--- src/rtl/dcache_pkg.sv ---
// dcache_pkg: shared widths, tag bit positions, address slices and FSM states for the dcache controller
package dcache_pkg;
   localparam int TAG_W      = 23;
   localparam int IDX_W      = 4;
   localparam int LINE_W     = 256;
   localparam int STAG_W     = TAG_W + 2;
   localparam int V_BIT      = 24;
   localparam int D_BIT      = 23;
   localparam int TAG_LSB    = 9;
   localparam int IDX_LSB    = 5;
   localparam int WSEL_LSB   = 2;
   typedef enum logic [1:0] {S_IDLE, S_WRITEBACK, S_ALLOCATE, S_REFILL} state_e;
endpackage

--- src/rtl/dcache_word_merge.sv ---
// dcache_word_merge: replaces / selects one 32-bit word of a cache line
//   line_i  in  256  source line
//   word_i  in  32   word to insert
//   sel_i   in  3    word index within the line
//   line_o  out 256  line_i with word sel_i replaced by word_i
//   word_o  out 32   word sel_i of line_i
module dcache_word_merge
   import dcache_pkg::*;
(
   input  logic [LINE_W-1:0] line_i,
   input  logic [31:0]       word_i,
   input  logic [2:0]        sel_i,
   output logic [LINE_W-1:0] line_o,
   output logic [31:0]       word_o
);
   always_comb begin
      line_o = line_i;
      line_o[{sel_i, 5'b0} +: 32] = word_i;
   end
   assign word_o = line_i[{sel_i, 5'b0} +: 32];
endmodule

--- src/rtl/dcache_wb_controller.sv ---
// dcache_wb_controller: write-back/write-allocate controller for a 2-way 16-set dcache
//   clk_i, rst_i                    clock, synchronous active-high reset
//   cpu_req/we/addr/data_i          CPU access; cpu_data_o load word, cpu_stall_o stalls MEM
//   sram_addr/tag/data/enable/write_o  SRAM lookup and write port
//   sram_tag/data/hit_i             SRAM lookup result (hit way, else victim way)
//   mem_addr/data/enable/write_o    memory request (level, held until mem_ack_i)
//   mem_data_i, mem_ack_i           refill line and one-cycle completion pulse
module dcache_wb_controller
   import dcache_pkg::*;
(
   input  logic              clk_i,
   input  logic              rst_i,
   input  logic              cpu_req_i,
   input  logic              cpu_we_i,
   input  logic [31:0]       cpu_addr_i,
   input  logic [31:0]       cpu_data_i,
   output logic [31:0]       cpu_data_o,
   output logic              cpu_stall_o,
   output logic [IDX_W-1:0]  sram_addr_o,
   output logic [STAG_W-1:0] sram_tag_o,
   output logic [LINE_W-1:0] sram_data_o,
   output logic              sram_enable_o,
   output logic              sram_write_o,
   input  logic [STAG_W-1:0] sram_tag_i,
   input  logic [LINE_W-1:0] sram_data_i,
   input  logic              sram_hit_i,
   output logic [31:0]       mem_addr_o,
   output logic [LINE_W-1:0] mem_data_o,
   output logic              mem_enable_o,
   output logic              mem_write_o,
   input  logic [LINE_W-1:0] mem_data_i,
   input  logic              mem_ack_i
);
   state_e             state_q, state_d;
   logic [IDX_W-1:0]   idx_q, idx_d;
   logic [TAG_W-1:0]   tag_q, tag_d, vtag_q, vtag_d;
   logic [LINE_W-1:0]  line_q, line_d;
   logic [TAG_W-1:0]   a_tag;
   logic [IDX_W-1:0]   a_idx;
   logic [LINE_W-1:0]  merged;
   logic [31:0]        rd_word;
   logic               unused_addr_bits;

   assign a_tag = cpu_addr_i[TAG_LSB +: TAG_W];
   assign a_idx = cpu_addr_i[IDX_LSB +: IDX_W];
   assign unused_addr_bits = ^cpu_addr_i[1:0];

   dcache_word_merge u_merge (
      .line_i (sram_data_i),
      .word_i (cpu_data_i),
      .sel_i  (cpu_addr_i[WSEL_LSB +: 3]),
      .line_o (merged),
      .word_o (rd_word)
   );

   // line_q holds the victim during WRITEBACK, then the refill line; the two never overlap
   always_comb begin
      state_d       = state_q;
      idx_d         = idx_q;
      tag_d         = tag_q;
      vtag_d        = vtag_q;
      line_d        = line_q;
      cpu_data_o    = '0;
      cpu_stall_o   = 1'b1;
      sram_addr_o   = idx_q;
      sram_tag_o    = {2'b00, tag_q};
      sram_data_o   = '0;
      sram_enable_o = 1'b0;
      sram_write_o  = 1'b0;
      mem_addr_o    = '0;
      mem_data_o    = '0;
      mem_enable_o  = 1'b0;
      mem_write_o   = 1'b0;
      case (state_q)
         S_IDLE: begin
            sram_addr_o = a_idx;
            sram_tag_o  = {2'b00, a_tag};
            cpu_stall_o = cpu_req_i & ~sram_hit_i;
            if (cpu_req_i && sram_hit_i) begin
               cpu_data_o    = rd_word;
               sram_enable_o = cpu_we_i;
               sram_write_o  = cpu_we_i;
               sram_tag_o    = cpu_we_i ? {2'b11, a_tag} : {2'b00, a_tag};
               sram_data_o   = cpu_we_i ? merged : '0;
            end else if (cpu_req_i) begin
               idx_d   = a_idx;
               tag_d   = a_tag;
               vtag_d  = sram_tag_i[TAG_W-1:0];
               line_d  = sram_data_i;
               state_d = (sram_tag_i[V_BIT] && sram_tag_i[D_BIT]) ? S_WRITEBACK : S_ALLOCATE;
            end
         end
         S_WRITEBACK: begin
            mem_enable_o = 1'b1;
            mem_write_o  = 1'b1;
            mem_addr_o   = {vtag_q, idx_q, 5'b0};
            mem_data_o   = line_q;
            state_d      = mem_ack_i ? S_ALLOCATE : S_WRITEBACK;
         end
         S_ALLOCATE: begin
            mem_enable_o = 1'b1;
            mem_addr_o   = {tag_q, idx_q, 5'b0};
            line_d       = mem_ack_i ? mem_data_i : line_q;
            state_d      = mem_ack_i ? S_REFILL : S_ALLOCATE;
         end
         default: begin
            sram_enable_o = 1'b1;
            sram_write_o  = 1'b1;
            sram_tag_o    = {2'b10, tag_q};
            sram_data_o   = line_q;
            state_d       = S_IDLE;
         end
      endcase
      // every output is held at zero while reset is asserted
      if (rst_i) begin
         cpu_data_o    = '0;
         cpu_stall_o   = 1'b0;
         sram_addr_o   = '0;
         sram_tag_o    = '0;
         sram_data_o   = '0;
         sram_enable_o = 1'b0;
         sram_write_o  = 1'b0;
         mem_addr_o    = '0;
         mem_data_o    = '0;
         mem_enable_o  = 1'b0;
         mem_write_o   = 1'b0;
      end
   end

   always_ff @(posedge clk_i) begin
      if (rst_i) begin
         state_q <= S_IDLE;
         idx_q   <= '0;
         tag_q   <= '0;
         vtag_q  <= '0;
         line_q  <= '0;
      end else begin
         state_q <= state_d;
         idx_q   <= idx_d;
         tag_q   <= tag_d;
         vtag_q  <= vtag_d;
         line_q  <= line_d;
      end
   end
endmodule
--- config.mk ---
export PLATFORM = sky130hd
export DESIGN_NAME = dcache_wb_controller
export DESIGN_NICKNAME = d
export VERILOG_FILES = /design/src/rtl/dcache_pkg.sv /design/src/rtl/dcache_word_merge.sv /design/src/rtl/dcache_wb_controller.sv
export SDC_FILE = /design/constraint.sdc
export NUM_CORES = 1
export LEC_CHECK = 0
export CORE_AREA = 2 2 471 473
export CTS_CLUSTER_DIAMETER = 120
export DETAILED_ROUTE_END_ITERATION = 16
export DIE_AREA = 0 0 473 475
export PLACE_DENSITY_LB_ADDON = 0.12
export SYNTH_ARGS = -nofsm -noshare
export SYNTH_HDL_FRONTEND = slang
export SYNTH_SLANG_ARGS = --single-unit
--- constraint.sdc ---
create_clock -name clk_i -period 3.8 [get_ports clk_i]
set_input_delay 0.38 -clock clk_i [delete_from_list [all_inputs] [get_ports clk_i]]
set_output_delay 0.38 -clock clk_i [all_outputs]
set_load 0.005 [all_outputs]
# Yosys cells after proc, flatten, opt, wreduce, memory -nomap -nowiden
# Index checks and enable logic that the tools add are counted.
# word_totals
ff_bits	308
in_bits	607
# classes
add_sub_neg	1
eq_ne	5
shifts	3
n_mux	37
n_bitwise	3
n_reduce_logical	8
# ops
op	n
$mux 256	8
$pmux 256 s2	2
$bwmux 256	1
$shift 32x10->256 const A	1
$shiftx 256x9->32	1
$shiftx 32x10->256	1
$mux 32	4
$mux 25	3
$pmux 32 s2	1
$pmux 25 s2	1
$neg 8->10	1
$mux 1	9
$mux 2	4
$mux 4	2
$ne 2x2->1 const B	3
$pmux 2 s3	1
$reduce_and 4->1	1
$reduce_and 3->1	1
$eq 2x1->1 const B	1
$eq 2x2->1 const B	1
$logic_and 1x1->1	2
$logic_not 2->1	1
$not 1->1	2
$pmux 1 s2	1
other kinds (4)	4

# Depth between registers and ports, before layout
# logic_depth
ltp_word	7
ltp_mapped	11
mapped_depth_nobuf	7

# By module
# A second synthesis with hierarchy kept.
# unflattened
hier_cells	2706
area_unflattened_um2	25973.7
# modules_own_cells
module	n_inst	cells_per_inst	area_per_inst_um2
dcache_wb_controller	1	2218	20902.5
dcache_word_merge	1	488	5071.1

# Worst setup path before layout
# OpenSTA, ideal clock, no wires.
# synth_path
path_kind	input to output
start	in cpu_addr_i[3]
end	out sram_data_o[100]
arrival_time_ps	2622
slack_ps	798
cell_stages	11
path_buffers	4
path_cell_list	buf_2 -> buf_1 -> inv_1 -> ha_1 -> ha_1 -> buf_2 -> nand2_1 -> nor3_1 -> clkbuf_1 -> a22oi_1 -> o21ai_1
# synth_via
elab_chain_cells	7
elab_cells_between_ends	8
classes_between	add/sub (1); shift (2); mux (5)
# synth_lines
element	line_no	source
from (decl)	dcache_wb_controller.sv:15	input logic [31:0] cpu_addr_i,
$neg 8->10 *	dcache_word_merge.sv:18	line_o[{sel_i, 5'b0} +: 32] = word_i;
$shiftx 32x10->256 / $shift 32x10->256 (equally long branches)	dcache_word_merge.sv:18	
$bwmux 256 *	dcache_word_merge.sv:18	
$mux 256 *	dcache_wb_controller.sv:84	sram_data_o = cpu_we_i ? merged : '0;
$mux 256 *	dcache_wb_controller.sv:79	if (cpu_req_i && sram_hit_i) begin
$pmux 256 s2 *	dcache_wb_controller.sv:74	case (state_q)
$mux 256 *	dcache_wb_controller.sv:115	if (rst_i) begin
to (decl)	dcache_wb_controller.sv:21	output logic [LINE_W-1:0] sram_data_o,
# Mark *: on every way between the ends. The rest lies on a longest branch, timed or not.

# Worst setup path in the final report
# layout_path
start	reg state_q[0]
end	out sram_data_o[237]
# layout_via
elab_chain_cells	4
elab_cells_between_ends	6
classes_between	eq/ne (2); mux (2); reduce/logical (2)
# layout_lines
element	line_no	source
from (decl)	dcache_wb_controller.sv:34	state_e state_q, state_d;
from (signal assigned)	dcache_wb_controller.sv:138	state_q <= state_d;
$eq 2x2->1 / $eq 2x1->1 (equally long branches)	dcache_wb_controller.sv:74	
$reduce_or 2->1 (no line)	-	
$pmux 256 s2 *	dcache_wb_controller.sv:74	
$mux 256 *	dcache_wb_controller.sv:115	
# Marks and branches as above.

==> results.toml <==
[critical_path]
worst_setup_path_end_kind = "output port"
timing.critical_path.fanout_max = 35
worst_path_most_repeated_cell = "sky130_fd_sc_hd__buf_4"
critical_path.cell_chain = "inv_2 -> ha_1 -> nor2b_4 -> nand4_1 -> buf_4 -> or2_4 -> buf_4 -> bufbuf_16 -> o21ai_4 -> clkdlybuf4s50_1"
crit_required_ps = 3420
timing_worst_setup_path_type = "flip-flop to output port"
worst_path_largest_cell_delay_ps = 530
startpoint_type = "flip-flop"
crit_family = "buffers and inverters"
worst_r2r_startpoint = "state_q[0]$_SDFFE_PP0P_"
critPathBufInv = 5
critical-path-slowest-cell = "sky130_fd_sc_hd__clkdlybuf4s50_1"
setup.worst_path.start = "state_q[0]$_SDFFE_PP0P_"
cp.arrival_ps = 3370

[drt]
drt_drc_violations_left = 0
drtAntennaViolNets = 0
route.detailed.vias_per_inst = 4.29
dr_total_vias = 30300
dr_wl_cell_um = 39.7
drt_iter0_markers = 2371
dr.pass1.iters = 5
finalWirelength_um = 280000

[layout]
area_delta_synth_final_pct = 89.2
final_cell_area_excluding_filler_cells_um2 = 43500
fraction_of_layout_cells_with_a_size_suffix_above_1_pct = 15.5
finish.cell_count_without_fillers = 7061
fillCellCount = 24500
final_nets = 4745

[synth]
synth_edf_count = 0
synth.most_common_cell = "sky130_fd_sc_hd__nand2_1"
synth_area_leaders = "sky130_fd_sc_hd__dfxtp_1, sky130_fd_sc_hd__mux2i_1, sky130_fd_sc_hd__a211oi_1, sky130_fd_sc_hd__a22oi_1, sky130_fd_sc_hd__and2_1"
synth_cells = 2947
synth.ff_latch_count = 308
muxShareOfSynthArea_pct = 17.7
post_synthesis_async_set_or_reset_flop_share_pct = 0
syn-mean-instance-area_um2 = 7.80
yosys.area_share.xor_xnor_pct = 0
yosysTopAreaCell = "sky130_fd_sc_hd__dfxtp_1"
synth_top_family_by_area = "compound AO/OA/AOI/OAI gates"
seq_area_frac_synth_pct = 26.8
synthesized_area_fraction_occupied_by_and_or_nand_nor_cells_pct = 20.9
netlist-cell-type-count = 44
synth_top_cell_area_share_pct = 26.8
synth-adder-area-share_pct = 0.544
cell_area_after_synthesis_um2 = 23000
synth.cells.most_frequent = "sky130_fd_sc_hd__nand2_1, sky130_fd_sc_hd__nor2_1, sky130_fd_sc_hd__dfxtp_1, sky130_fd_sc_hd__a211oi_1, sky130_fd_sc_hd__mux2i_1"
yosys_warnings = 0
yosys_most_used_dff = "sky130_fd_sc_hd__dfxtp_1"
synth-compound-area-share_pct = 27.6

[sta]
fmax_mhz = 267
max-slew-margin-rel_pct = 20.8
fin_skew_ps = 15.6
setup_repair_after_global_routing_missed_its_margin = "yes"
period_minus_slack_ps = 3750
max_slew.worst_pin.slew_ps = 1180
worst_hold_slack_after_final_layout_ps = 125
maxSlewViolCount = 0
count_of_final_hold_check_violations = 0
finalSetupViolCount = 0
final.period_utilization_pct = 98.7
fin_tns_setup_ps = 0

[die]
placeableCoreArea_um2 = 219000
die_y_um = 475
die_area_um2 = 225000
row_count = 172
die_w_um = 473
initial_core_util_pct = 10.5
ioPinCount = 1217

[global_routing]
pin_count_of_the_biggest_net_entering_global_routing = 110
routing_usage_on_met3_pct = 9.49
grt.busiest_layer = "met2"
grt-ovfl-total = 0
grtUsageMet1_pct = 28.2
grt_pass1_wl_um = 348000
groute.usage.overall_pct = 23.9
use_met2_pct = 39.7
number_of_global_route_vias_before_repair = 30300
antenna_found_initial = 101

[placed_design]
detailed_place.area_um2 = 40800
placed_instance_count = 6931
gp_routability_congestion = 0.844
numPortBuffers = 1209
dp_wirelength_um = 224000

[worst_hold_path]
hold_start = "rst_i"
worst_hold_path_type = "input port to flip-flop"

[cts]
cts_root_buf = "sky130_fd_sc_hd__clkbuf_16"
clk-insertion-delay-late_ps = 700
path_clk_slew_ps = 60
max-clock-path-buffers = 3
cts.sink_count = 308
tritoncts = "done"
cts-buffers-inserted = 56
htree_levels = 2

[status]
status = "complete, no violations"

[power_and_ir_drop]
cellPowerDensity_nw_per_um2 = 423
static-leakage-power_nw = 16.2
vdd_ir_drop_max_mv = 0.325

[flow_run]
max_cap_viol = 0
## worst register-to-register path, stage by stage (launching register included)
cell and delay, ps:
sky130_fd_sc_hd__dfxtp_2 360, sky130_fd_sc_hd__inv_2 90, sky130_fd_sc_hd__ha_4 450, sky130_fd_sc_hd__mux2i_1 210, sky130_fd_sc_hd__a21oi_4 270, sky130_fd_sc_hd__buf_12 250, sky130_fd_sc_hd__buf_12 400, sky130_fd_sc_hd__nor2_1 220
sky130_fd_sc_hd__a211oi_1 240
## cell families (layout without fill, tap and decap cells)
group,count (synthesis),in the layout
adders and majority gates,10,10
other,1,27
muxes,326,326
AOI/OAI and AO/OA,903,903
DFF,308,308
buffers and inverters,340,1557
and+or+nand+nor,1059,1059
## what timing repair did
action	4_1_cts	5_1_grt
setup endpoints to repair	114	91
pin swaps	2	8
gates resized for setup	103	96
gates cloned	4	0
buffers inserted	5	1
hold buffers	0	0
## layout make-up
cell class | instances | area (um^2) | share of cell area [%]
Tap cell | 2871 | 3590 | 8.26
Multi-Input combinational cell | 2303 | 16000 | 36.8
Antenna cell | 22 | 55.1 | 0.127
Inverter | 7 | 26.3 | 0.0604
Clock inverter | 16 | 178 | 0.409
Sequential cell | 308 | 6170 | 14.2
Timing Repair Buffer | 1452 | 15800 | 36.3
Clock buffer | 82 | 1680 | 3.86
## power by group
group / switching, mW / leakage, nW / internal [mW]
sequential: 0.887 / 2.54 / 4.26
clock: 2.26 / 0.912 / 3.23
combinational: 4.62 / 12.7 / 3.13
## cells in the final DEF, fill, tap and decap left out, types with 4 or more instances in the layout
| master | instances |
|---|---|
| sky130_fd_sc_hd__clkdlybuf4s50_1 | 977 |
| sky130_fd_sc_hd__nand2_1 | 425 |
| sky130_fd_sc_hd__nor2_1 | 314 |
| sky130_fd_sc_hd__dfxtp_1 | 306 |
| sky130_fd_sc_hd__a211oi_1 | 265 |
| sky130_fd_sc_hd__mux2i_1 | 262 |
| sky130_fd_sc_hd__and2_1 | 261 |
| sky130_fd_sc_hd__a22oi_1 | 231 |
| sky130_fd_sc_hd__buf_4 | 207 |
| sky130_fd_sc_hd__buf_12 | 155 |
| sky130_fd_sc_hd__o21ai_1 | 136 |
| sky130_fd_sc_hd__mux4_2 | 64 |
| sky130_fd_sc_hd__a21boi_0 | 64 |
| sky130_fd_sc_hd__clkbuf_16 | 57 |
| sky130_fd_sc_hd__a221oi_1 | 55 |
| sky130_fd_sc_hd__dlymetal6s2s_1 | 54 |
| sky130_fd_sc_hd__a21oi_1 | 51 |
| sky130_fd_sc_hd__dlygate4sd2_1 | 37 |
| sky130_fd_sc_hd__a22o_1 | 32 |
| sky130_fd_sc_hd__o21ai_2 | 25 |
| sky130_fd_sc_hd__diode_2 | 22 |
| sky130_fd_sc_hd__o21ai_4 | 21 |
| sky130_fd_sc_hd__clkbuf_8 | 16 |
| sky130_fd_sc_hd__nor2b_2 | 15 |
| sky130_fd_sc_hd__nor2b_4 | 10 |
| sky130_fd_sc_hd__a222oi_1 | 9 |
| sky130_fd_sc_hd__clkbuf_1 | 9 |
| sky130_fd_sc_hd__ha_1 | 7 |
| sky130_fd_sc_hd__inv_1 | 6 |
| sky130_fd_sc_hd__a221oi_2 | 6 |
| sky130_fd_sc_hd__clkinv_2 | 6 |
| sky130_fd_sc_hd__nand3_2 | 5 |
| sky130_fd_sc_hd__conb_1 | 5 |
| sky130_fd_sc_hd__buf_6 | 5 |
| sky130_fd_sc_hd__buf_2 | 5 |
| sky130_fd_sc_hd__nor3_2 | 4 |
| sky130_fd_sc_hd__nand2b_1 | 4 |
| sky130_fd_sc_hd__bufbuf_16 | 4 |
## per-stage QoR
step                power, mW  utilization, %  worst slack [ps]
floorplan                8.73               -               798
global placement         12.9            18.6              -432
detailed placement       13.0            18.6              -444
CTS                      18.7            19.7              -112
global route             19.3            19.8             -98.1
finish                   18.4            19.8              48.5
## layer usage
layer,routed length (um),share of wire (%)
met5,225,0.080
met3,28400,10
met4,9320,3.3
met2,130000,46
met1,112000,40
## flip-flops by register name (all words and copies together) (netlist names)
signal and count:
line_q 256, idx_q 4, tag_q 23, state_q 2, vtag_q 23
## path summary, 6_finish.rpt
check        slack, ps  depth (start not counted)                        to
min                120                          2   state_q[1]$_SDFFE_PP0P_
max reg2reg       1230                          8  line_q[180]$_SDFFE_PP0P_
min reg2reg        460                          2   vtag_q[14]$_SDFFE_PP0P_
max                 50                         10          sram_data_o[237]
No activity file was read; power rests on OpenSTA's default activity.
